===== src/rtl/spi_rx_deserializer_pkg.sv =====
// Shared definitions for the SPI receive deserializer: default word width and FSM encoding.
package spi_rx_deserializer_pkg;

    localparam int unsigned SPI_DATA_WIDTH = 8;

    typedef enum logic [1:0] {
        ST_IDLE = 2'b00,
        ST_RECV = 2'b01,
        ST_DONE = 2'b10
    } spi_state_e;

endpackage


===== src/rtl/spi_rx_deserializer_sync_edge.sv =====
// Multi-stage synchroniser for an idle-low async input plus a one-clk rising-edge strobe.
module spi_rx_deserializer_sync_edge #(
    parameter int unsigned STAGES = 2
) (
    input  logic clk,
    input  logic rst,
    input  logic d_i,
    output logic rise_c
);

    logic [STAGES-1:0] sync_q;
    logic              prev_q;

    // Synchroniser chain plus one delay flop used for edge detection
    always_ff @(posedge clk or negedge rst) begin
        if (!rst) begin
            sync_q <= '0;
            prev_q <= 1'b0;
        end else begin
            sync_q <= {sync_q[STAGES-2:0], d_i};
            prev_q <= sync_q[STAGES-1];
        end
    end

    assign rise_c = sync_q[STAGES-1] & ~prev_q;

endmodule


===== src/rtl/spi_rx_deserializer.sv =====
// SPI receive deserializer: rebuilds words from sclk/ss_n/mosi and offers them on valid/ready.
module spi_rx_deserializer
    import spi_rx_deserializer_pkg::*;
#(
    parameter int unsigned DATA_WIDTH  = SPI_DATA_WIDTH,
    parameter bit          MSB_FIRST   = 1'b1,
    parameter int unsigned SYNC_STAGES = 2
) (
    input  logic                  clk,
    input  logic                  rst,
    input  logic                  sclk,
    input  logic                  ss_n,
    input  logic                  mosi,
    output logic [DATA_WIDTH-1:0] rx_data,
    output logic                  rx_valid,
    input  logic                  rx_ready,
    output logic                  overrun,
    output logic                  frame_err
);

    localparam int unsigned CNT_W = (DATA_WIDTH > 1) ? $clog2(DATA_WIDTH) : 1;
    localparam logic [CNT_W-1:0] CNT_LAST = CNT_W'(DATA_WIDTH - 1);

    logic [SYNC_STAGES-1:0] ss_n_sync_q;
    logic [SYNC_STAGES-1:0] mosi_sync_q;
    logic                   ss_n_s;
    logic                   mosi_s;
    logic                   sclk_rise;

    spi_state_e             state_q,     state_d;
    logic [DATA_WIDTH-1:0]  shift_q,     shift_d;
    logic [CNT_W-1:0]       bit_cnt_q,   bit_cnt_d;
    logic [DATA_WIDTH-1:0]  rx_data_q,   rx_data_d;
    logic                   rx_valid_q,  rx_valid_d;
    logic                   overrun_q,   overrun_d;
    logic                   frame_err_q, frame_err_d;
    logic [DATA_WIDTH-1:0]  shift_in;

    spi_rx_deserializer_sync_edge #(
        .STAGES (SYNC_STAGES)
    ) u_sclk_sync (
        .clk    (clk),
        .rst    (rst),
        .d_i    (sclk),
        .rise_c (sclk_rise)
    );

    // ss_n and mosi chains match the sclk depth so data stays aligned with the edge
    always_ff @(posedge clk or negedge rst) begin
        if (!rst) begin
            ss_n_sync_q <= '1;
            mosi_sync_q <= '0;
        end else begin
            ss_n_sync_q <= {ss_n_sync_q[SYNC_STAGES-2:0], ss_n};
            mosi_sync_q <= {mosi_sync_q[SYNC_STAGES-2:0], mosi};
        end
    end

    assign ss_n_s = ss_n_sync_q[SYNC_STAGES-1];
    assign mosi_s = mosi_sync_q[SYNC_STAGES-1];

    assign shift_in = MSB_FIRST ? {shift_q[DATA_WIDTH-2:0], mosi_s}
                                : {mosi_s, shift_q[DATA_WIDTH-1:1]};

    // State, shift register, bit counter, output buffer and flag registers
    always_ff @(posedge clk or negedge rst) begin
        if (!rst) begin
            state_q     <= ST_IDLE;
            shift_q     <= '0;
            bit_cnt_q   <= '0;
            rx_data_q   <= '0;
            rx_valid_q  <= 1'b0;
            overrun_q   <= 1'b0;
            frame_err_q <= 1'b0;
        end else begin
            state_q     <= state_d;
            shift_q     <= shift_d;
            bit_cnt_q   <= bit_cnt_d;
            rx_data_q   <= rx_data_d;
            rx_valid_q  <= rx_valid_d;
            overrun_q   <= overrun_d;
            frame_err_q <= frame_err_d;
        end
    end

    // Next-state: frame tracking, bit assembly and single-entry output buffer
    always_comb begin
        state_d     = state_q;
        shift_d     = shift_q;
        bit_cnt_d   = bit_cnt_q;
        rx_data_d   = rx_data_q;
        rx_valid_d  = rx_valid_q;
        overrun_d   = 1'b0;
        frame_err_d = 1'b0;

        case (state_q)
            ST_IDLE: begin
                bit_cnt_d = '0;
                shift_d   = '0;
                if (!ss_n_s) begin
                    state_d = ST_RECV;
                end
            end
            ST_RECV: begin
                // Deselect takes priority over a coincident sclk edge
                if (ss_n_s) begin
                    state_d     = ST_IDLE;
                    frame_err_d = (bit_cnt_q != '0);
                    bit_cnt_d   = '0;
                    shift_d     = '0;
                end else if (sclk_rise) begin
                    shift_d = shift_in;
                    if (bit_cnt_q == CNT_LAST) begin
                        bit_cnt_d = '0;
                        state_d   = ST_DONE;
                    end else begin
                        bit_cnt_d = bit_cnt_q + CNT_W'(1);
                    end
                end
            end
            ST_DONE: begin
                state_d = ss_n_s ? ST_IDLE : ST_RECV;
            end
            default: begin
                state_d   = ST_IDLE;
                bit_cnt_d = '0;
                shift_d   = '0;
            end
        endcase

        if (state_q == ST_DONE) begin
            if (!rx_valid_q || rx_ready) begin
                rx_data_d  = shift_q;
                rx_valid_d = 1'b1;
            end else begin
                overrun_d = 1'b1;
            end
        end else if (rx_valid_q && rx_ready) begin
            rx_valid_d = 1'b0;
        end
    end

    assign rx_data   = rx_data_q;
    assign rx_valid  = rx_valid_q;
    assign overrun   = overrun_q;
    assign frame_err = frame_err_q;

endmodule

===== config.mk =====
export PLATFORM = sky130hd
export DESIGN_NAME = spi_rx_deserializer
export DESIGN_NICKNAME = d
export VERILOG_FILES = /design/src/rtl/spi_rx_deserializer_pkg.sv /design/src/rtl/spi_rx_deserializer_sync_edge.sv /design/src/rtl/spi_rx_deserializer.sv
export SDC_FILE = /design/constraint.sdc
export NUM_CORES = 1
export LEC_CHECK = 0
export CAP_MARGIN = 25
export CORE_MARGIN = 2
export CORE_UTILIZATION = 49
export CTS_BUF_LIST = sky130_fd_sc_hd__clkbuf_4 sky130_fd_sc_hd__clkbuf_8
export CTS_CLUSTER_DIAMETER = 30
export DETAILED_ROUTE_END_ITERATION = 10
export PLACE_DENSITY_LB_ADDON = 0.05
export REMOVE_ABC_BUFFERS = 1
export SLEW_MARGIN = 5
export SYNTH_ARGS = -nofsm -noshare
export SYNTH_HDL_FRONTEND = slang
export SYNTH_SLANG_ARGS = --single-unit

===== constraint.sdc =====
create_clock -name clk -period 1.3 [get_ports clk]
set_input_delay 0.26 -clock clk [delete_from_list [all_inputs] [get_ports clk]]
set_output_delay 0.26 -clock clk [all_outputs]
set_load 0.01 [all_outputs]

# == Word level (Yosys, flattened, before mapping) ==
# Index checks and enable logic that the tools add are counted.
# op_classes
add_sub_neg,1
multipliers,0
n_div,0
n_lt_le_gt_ge,0
n_eq_ne,7
shifts,0
muxes,20
n_bitwise,3
n_reduce_logical,10
# op_table
op,count
two-way mux 8 bit,2
one-hot mux 8 bit (2 select lines),1
two-way mux 3 bit,3
two-way mux 1 bit,8
two-way mux 2 bit,4
inequality test 3 bit (second input constant),2
one-hot mux 2 bit (3 select lines),1
one-hot mux 3 bit (2 select lines),1
AND reduction 2 bit,3
adder 3 x 1 -> 3 bit (second input constant),1
equality test 3 bit (second input constant),1
AND reduction 3 bit,1
nonzero test 3 bit,1
equality test 2 x 1 -> 1 bit (second input constant),1
equality test 2 bit (second input constant),1
logical NOT 2 bit,1
inequality test 2 x 1 -> 1 bit (second input constant),1
inequality test 2 bit (second input constant),1
inverter 1 bit,2
nonzero test 2 bit,1
AND 1 bit,1
logical AND 1 bit,1
logical NOT 1 bit,1
logical OR 1 bit,1
# totals
ff_bits,31
latchBits,0
mem_bits_rw,0
romBits,0
inputBits,6
wordCells,52
memories,0

# == Longest topological paths before layout ==
# logic_depth
ltp_word,5
mapped_depth,4
ltp_nobuf,4

# == Hierarchy ==
# Synthesis repeated with hierarchy kept, for this count alone.
# unflattened
hier_cells,94
hier_area_um2,1246.2
# by_module_without_submodules
module,n_inst,cells_each,area_each_um2
spi_rx_deserializer,1,90,1157.4
spi_rx_deserializer_sync_edge,1,4,88.8

# == Least setup slack after synthesis ==
# Ideal clock, no wire load.
# synth_timing
path_kind,register -> register
start,register state_q[0]
end,register rx_data_q[0] (netlist: rx_data[0])
setup_ns,0.128
arrival_ns,1.162
required_ns,1.172
setup_slack_ns,0.011
stages_incl_launch_ff,5
path_buffers,1
period_less_slack_ns,1.289
path_cell_list,dfrtp_1 > nand2b_1 > nand2b_1 > buf_2 > mux2_1
# synth_between
elab_chain_len,2
# synth_rtl
item,line,rtl
start: declaration,spi_rx_deserializer.sv:30,"spi_state_e state_q, state_d;"
start signal: assignment,spi_rx_deserializer.sv:76,state_q <= state_d;
equality test 2 bit,spi_rx_deserializer.sv:131,if (state_q == ST_DONE) begin
AND reduction 2 bit (no source line),--,
end signal: assignment,spi_rx_deserializer.sv:79,rx_data_q <= rx_data_d;
end: declaration,spi_rx_deserializer.sv:33,"logic [DATA_WIDTH-1:0] rx_data_q, rx_data_d;"
# No other way between the ends.
# A chain may end at the register's enable or synchronous reset.

# == Final worst setup path ==
# layout_timing
start,register state_q[1]
end,register bit_cnt_q[0]
# layout_between
elab_chain_len,3
# layout_rtl
item,line,rtl
equality test 2 x 1 -> 1 bit or equality test 2 bit (tied branches),spi_rx_deserializer.sv:96,case (state_q)
inequality test 3 bit (no source line) or inverter 1 bit (tied branches),--,
AND reduction 2 bit (no source line),--,
end signal: assignment,spi_rx_deserializer.sv:78,bit_cnt_q <= bit_cnt_d;
end: declaration,spi_rx_deserializer.sv:32,"logic [CNT_W-1:0] bit_cnt_q, bit_cnt_d;"
# Several ways; a longest one is shown, not always the timed one.

==> impl_summary.txt <==
----------------------------------------------------
[Outcome]
  Status ... finished with violations
  Failing checks ... negative setup slack

[Synthesis]
  Post-synthesis async set-or-reset flop share ... 1.00
  Post-synthesis compound-gate area fraction ... 0.101
  Distinct cells, synth ... 22
  Share of the synthesized area in the top cell type ... 0.634
  Number of warnings printed during yosys synthesis ... 0
  Ys flop type ... sky130_fd_sc_hd__dfrtp_1
  Dominant combinational cell family by area after synthesis ... compound AO/OA/AOI/OAI gates
  Number of standard cells after synthesis ... 74
  Cell Area, Synth ... 0.00114 mm2
  Share of the yosys chip area belonging to registers ... 0.680
  Number of enable-type register cells in the synthesized netlist ... 0
  Adder-cell share of the synthesized area ... 0.0328
  Number of storage elements in the synthesis netlist ... 31
  Largest area contributor in the synthesized netlist ... sky130_fd_sc_hd__dfrtp_1
  Multiplexer share of the synthesized area ... 0.0885
  Synth Area in XOR/XNOR ... 0
  Mean instance size in the synthesized netlist ... 15.5 um2
  Area contributors post-synth ... sky130_fd_sc_hd__dfrtp_1 (63%), sky130_fd_sc_hd__mux2_1 (7.9%), sky130_fd_sc_hd__a22o_1 (6.9%), sky130_fd_sc_hd__dfstp_2 (4.6%), sky130_fd_sc_hd__ha_1 (3.3%)
  Simple-gate share of the synthesized area ... 0.0645

[Detailed routing]
  Drt wl/cell ... 13.7 um
  DRC violations left ... 0
  DR pass1 iterations ... 4
  Via density ... 5.05
  Number of vias after detailed routing ... 666
  Total wire length ... 1810 um
  Post-route ant nets ... 0
  Number of DRC violations after detailed-routing iteration 0 ... 5

[Timing]
  Minimum period implied by the final worst setup slack ... 1.34 ns
  Actual slew at the worst max-slew pin ... 0.176 ns
  WHS ... 0.290 ns
  Number of failing hold endpoints at the final stage ... 0
  RSZ-0062 raised after global routing ... true
  Worst clock skew ... 0.00360 ns
  Final cycle utilization of the critical path ... 1.03
  Slew headroom ... 0.882
  Number of endpoints failing setup at the final stage ... 11
  Max Clk Rate ... 746 MHz
  Min setup slack post-route ... -0.0406 ns
  Max-slew violations ... 0

[GRT]
  Global Route Usage Sum ... 0.181
  Largest net degree at the start of global routing ... 32
  Global-route wire length before repair ... 3390 um
  Global route total overflow ... 0
  Via count of the first global-routing pass ... 723
  Initial antenna violation count ... 0

[Critical path]
  Slack of the worst reg-to-reg path ... -0.04 ns
  Critical path startpoint category ... register
  Crit Path Category ... register to register
  CP Max Fanout ... 5
  Register-to-Register Path Depth ... 4
  CP endpoint ... bit_cnt_q[0]$_DFFE_PN0P_
  Crit path DAT ... 1.61 ns
  Critical register-to-register path endpoint ... bit_cnt_q[0]$_DFFE_PN0P_
  Timing startpoint of the critical path ... state_q[1]$_DFFE_PN0P_
  Data required time of the worst path ... 1.57 ns
  RR Startpoint ... state_q[1]$_DFFE_PN0P_
  Critical path capture point type ... register

[Layout]
  Count of nets after finishing ... 113
  Commonest non-fill, non-tap cell in the layout ... sky130_fd_sc_hd__dfrtp_1
  Finished Core Util ... 0.678
  Layout cells sized above 1 ... 0.250
  Number of diodes added for antenna fixing ... 0
  Fin area ... 0.00150 mm2
  Relative area change from synthesis to final layout ... 30.9%
  Leading cell types in the layout, fill and taps excluded ... sky130_fd_sc_hd__dfrtp_1 (29), sky130_fd_sc_hd__a22o_1 (9), sky130_fd_sc_hd__mux2_1 (8)

[Die]
  Initial standard-cell utilization of the core ... 0.518
  Total Die Area ... 0.00274 mm2
  Die width ... 52.3 um
  Floorplan die height ... 52.3 um
  Total number of placement rows ... 17
  I/O pin total ... 17
  Core outline area ... 0.00221 mm2

[CTS]
  Clock sink count ... 31
  Clock latency of the later-clocked register in the worst-skew pair ... 0.32 ns
  Root cell of the clock tree ... sky130_fd_sc_hd__clkbuf_4
  Clock transition at path regs ... 0.09 ns
  CTS buffer count ... 5
  Maximum buffer depth of the clock tree ... 2
  CTS H-tree lvls ... 2
  Clock tree from TritonCTS ... yes
  Count of hold-fix buffers inserted at cts ... 0

[Job]
  Number of max-cap violations ... 0

[Power]
  Peak supply drop ... 1.01 mV
  Ratio of total power to cell area ... 1080 mW/mm2
  Static power due to leakage ... 0.782 nW

[Place]
  Area after DPL ... 0.00140 mm2
  HPWL after detailed placement ... 1130 um
  Final GP Congestion ... 0.716
  Count of buffers from port buffering ... 16
  Worst slack, placed ... -0.228 ns

[Min path]
  Worst hold-check path type ... input port to asynchronous set/reset pin

----------------------------------------------------
[area by class of cell]
type                            count  area, um2
Clock buffer                        6       51.3
Clock inverter                      1       5.00
Fill cell                         176        713
Inverter                            4       15.0
Multi-Input combinational cell     37        363
Sequential cell                    31        778
Tap cell                           28       35.0
Timing Repair Buffer               25        251
[what timing repair did]
action                     4_1_cts  5_1_grt
gates cloned                     1        0
setup endpoints to repair       31       24
gates resized for setup         17        5
setup buffers                    1        0
pin swaps                        4        5
[cell families (layout without fill, tap and decap cells)]
logic type	after synthesis	in the layout
AOI/OAI and AO/OA	14	14
buffers and inverters	7	36
muxes	9	9
DFF	31	31
and+or+nand+nor	10	11
adders and majority gates	3	3
[per-stage QoR]
step,setup TNS (ns),total power [mW],instances
3_5_place_dp,-2.20,1.08,123
4_1_cts,-0.153,1.65,132
3_3_place_gp,-1.95,1.08,123
5_1_grt,-1.19,1.71,132
6_report,-0.294,1.63,132
2_1_floorplan,-0.569,1.03,71
[state kept, by name (all words and copies together) (netlist names)]
register	count
ss_n_sync_q	2
rx_data	8
shift_q	8
overrun	1
state_q	2
frame_err	1
mosi_sync_q	2
bit_cnt_q	3
u_sclk_sync.prev_q	1
rx_valid	1
u_sclk_sync.sync_q	2
[worst max-delay path, stage by stage, from the launching register on]
cell and delay (ns):
sky130_fd_sc_hd__dfrtp_1 0.41, sky130_fd_sc_hd__or3b_4 0.44, sky130_fd_sc_hd__o21ai_4 0.17, sky130_fd_sc_hd__buf_6 0.14, sky130_fd_sc_hd__mux2_4 0.13
[worst min-delay path by stage]
stage,start,end,depth (start not counted)
after detailed placement,u_sclk_sync.sync_q[0]$_DFF_PN0_,u_sclk_sync.sync_q[1]$_DFF_PN0_,0
after global placement,u_sclk_sync.sync_q[0]$_DFF_PN0_,u_sclk_sync.sync_q[1]$_DFF_PN0_,0
after CTS,rst,state_q[0]$_DFFE_PN0P_,2
after floorplan,rst,bit_cnt_q[0]$_DFFE_PN0P_,0
after global routing,rst,state_q[1]$_DFFE_PN0P_,2
final,rst,state_q[1]$_DFFE_PN0P_,2
[metal layers]
| layer | GRT usage | routed length (um) |
|---|---|---|
| met4 | 0.103 | 49 |
| met1 | 0.237 | 868 |
| met3 | 0.0714 | 114 |
| met2 | 0.254 | 777 |
| met5 | 0 | 0 |
[cells in the mapped netlist (2+ instances only)]
cell,instances
sky130_fd_sc_hd__inv_1,4
sky130_fd_sc_hd__nand2b_1,3
sky130_fd_sc_hd__ha_1,3
sky130_fd_sc_hd__a22o_1,9
sky130_fd_sc_hd__a21oi_1,2
sky130_fd_sc_hd__dfrtp_1,29
sky130_fd_sc_hd__dfstp_2,2
sky130_fd_sc_hd__mux2_1,8
[power breakdown]
part / internal [mW] / leakage [nW] / switching (mW)
sequential: 0.981 / 0.412 / 0.00625
combinational: 0.0441 / 0.336 / 0.0409
clock: 0.250 / 0.0341 / 0.304
total: 1.27 / 0.782 / 0.351
Note: power is estimated with default switching activity, not from simulation.
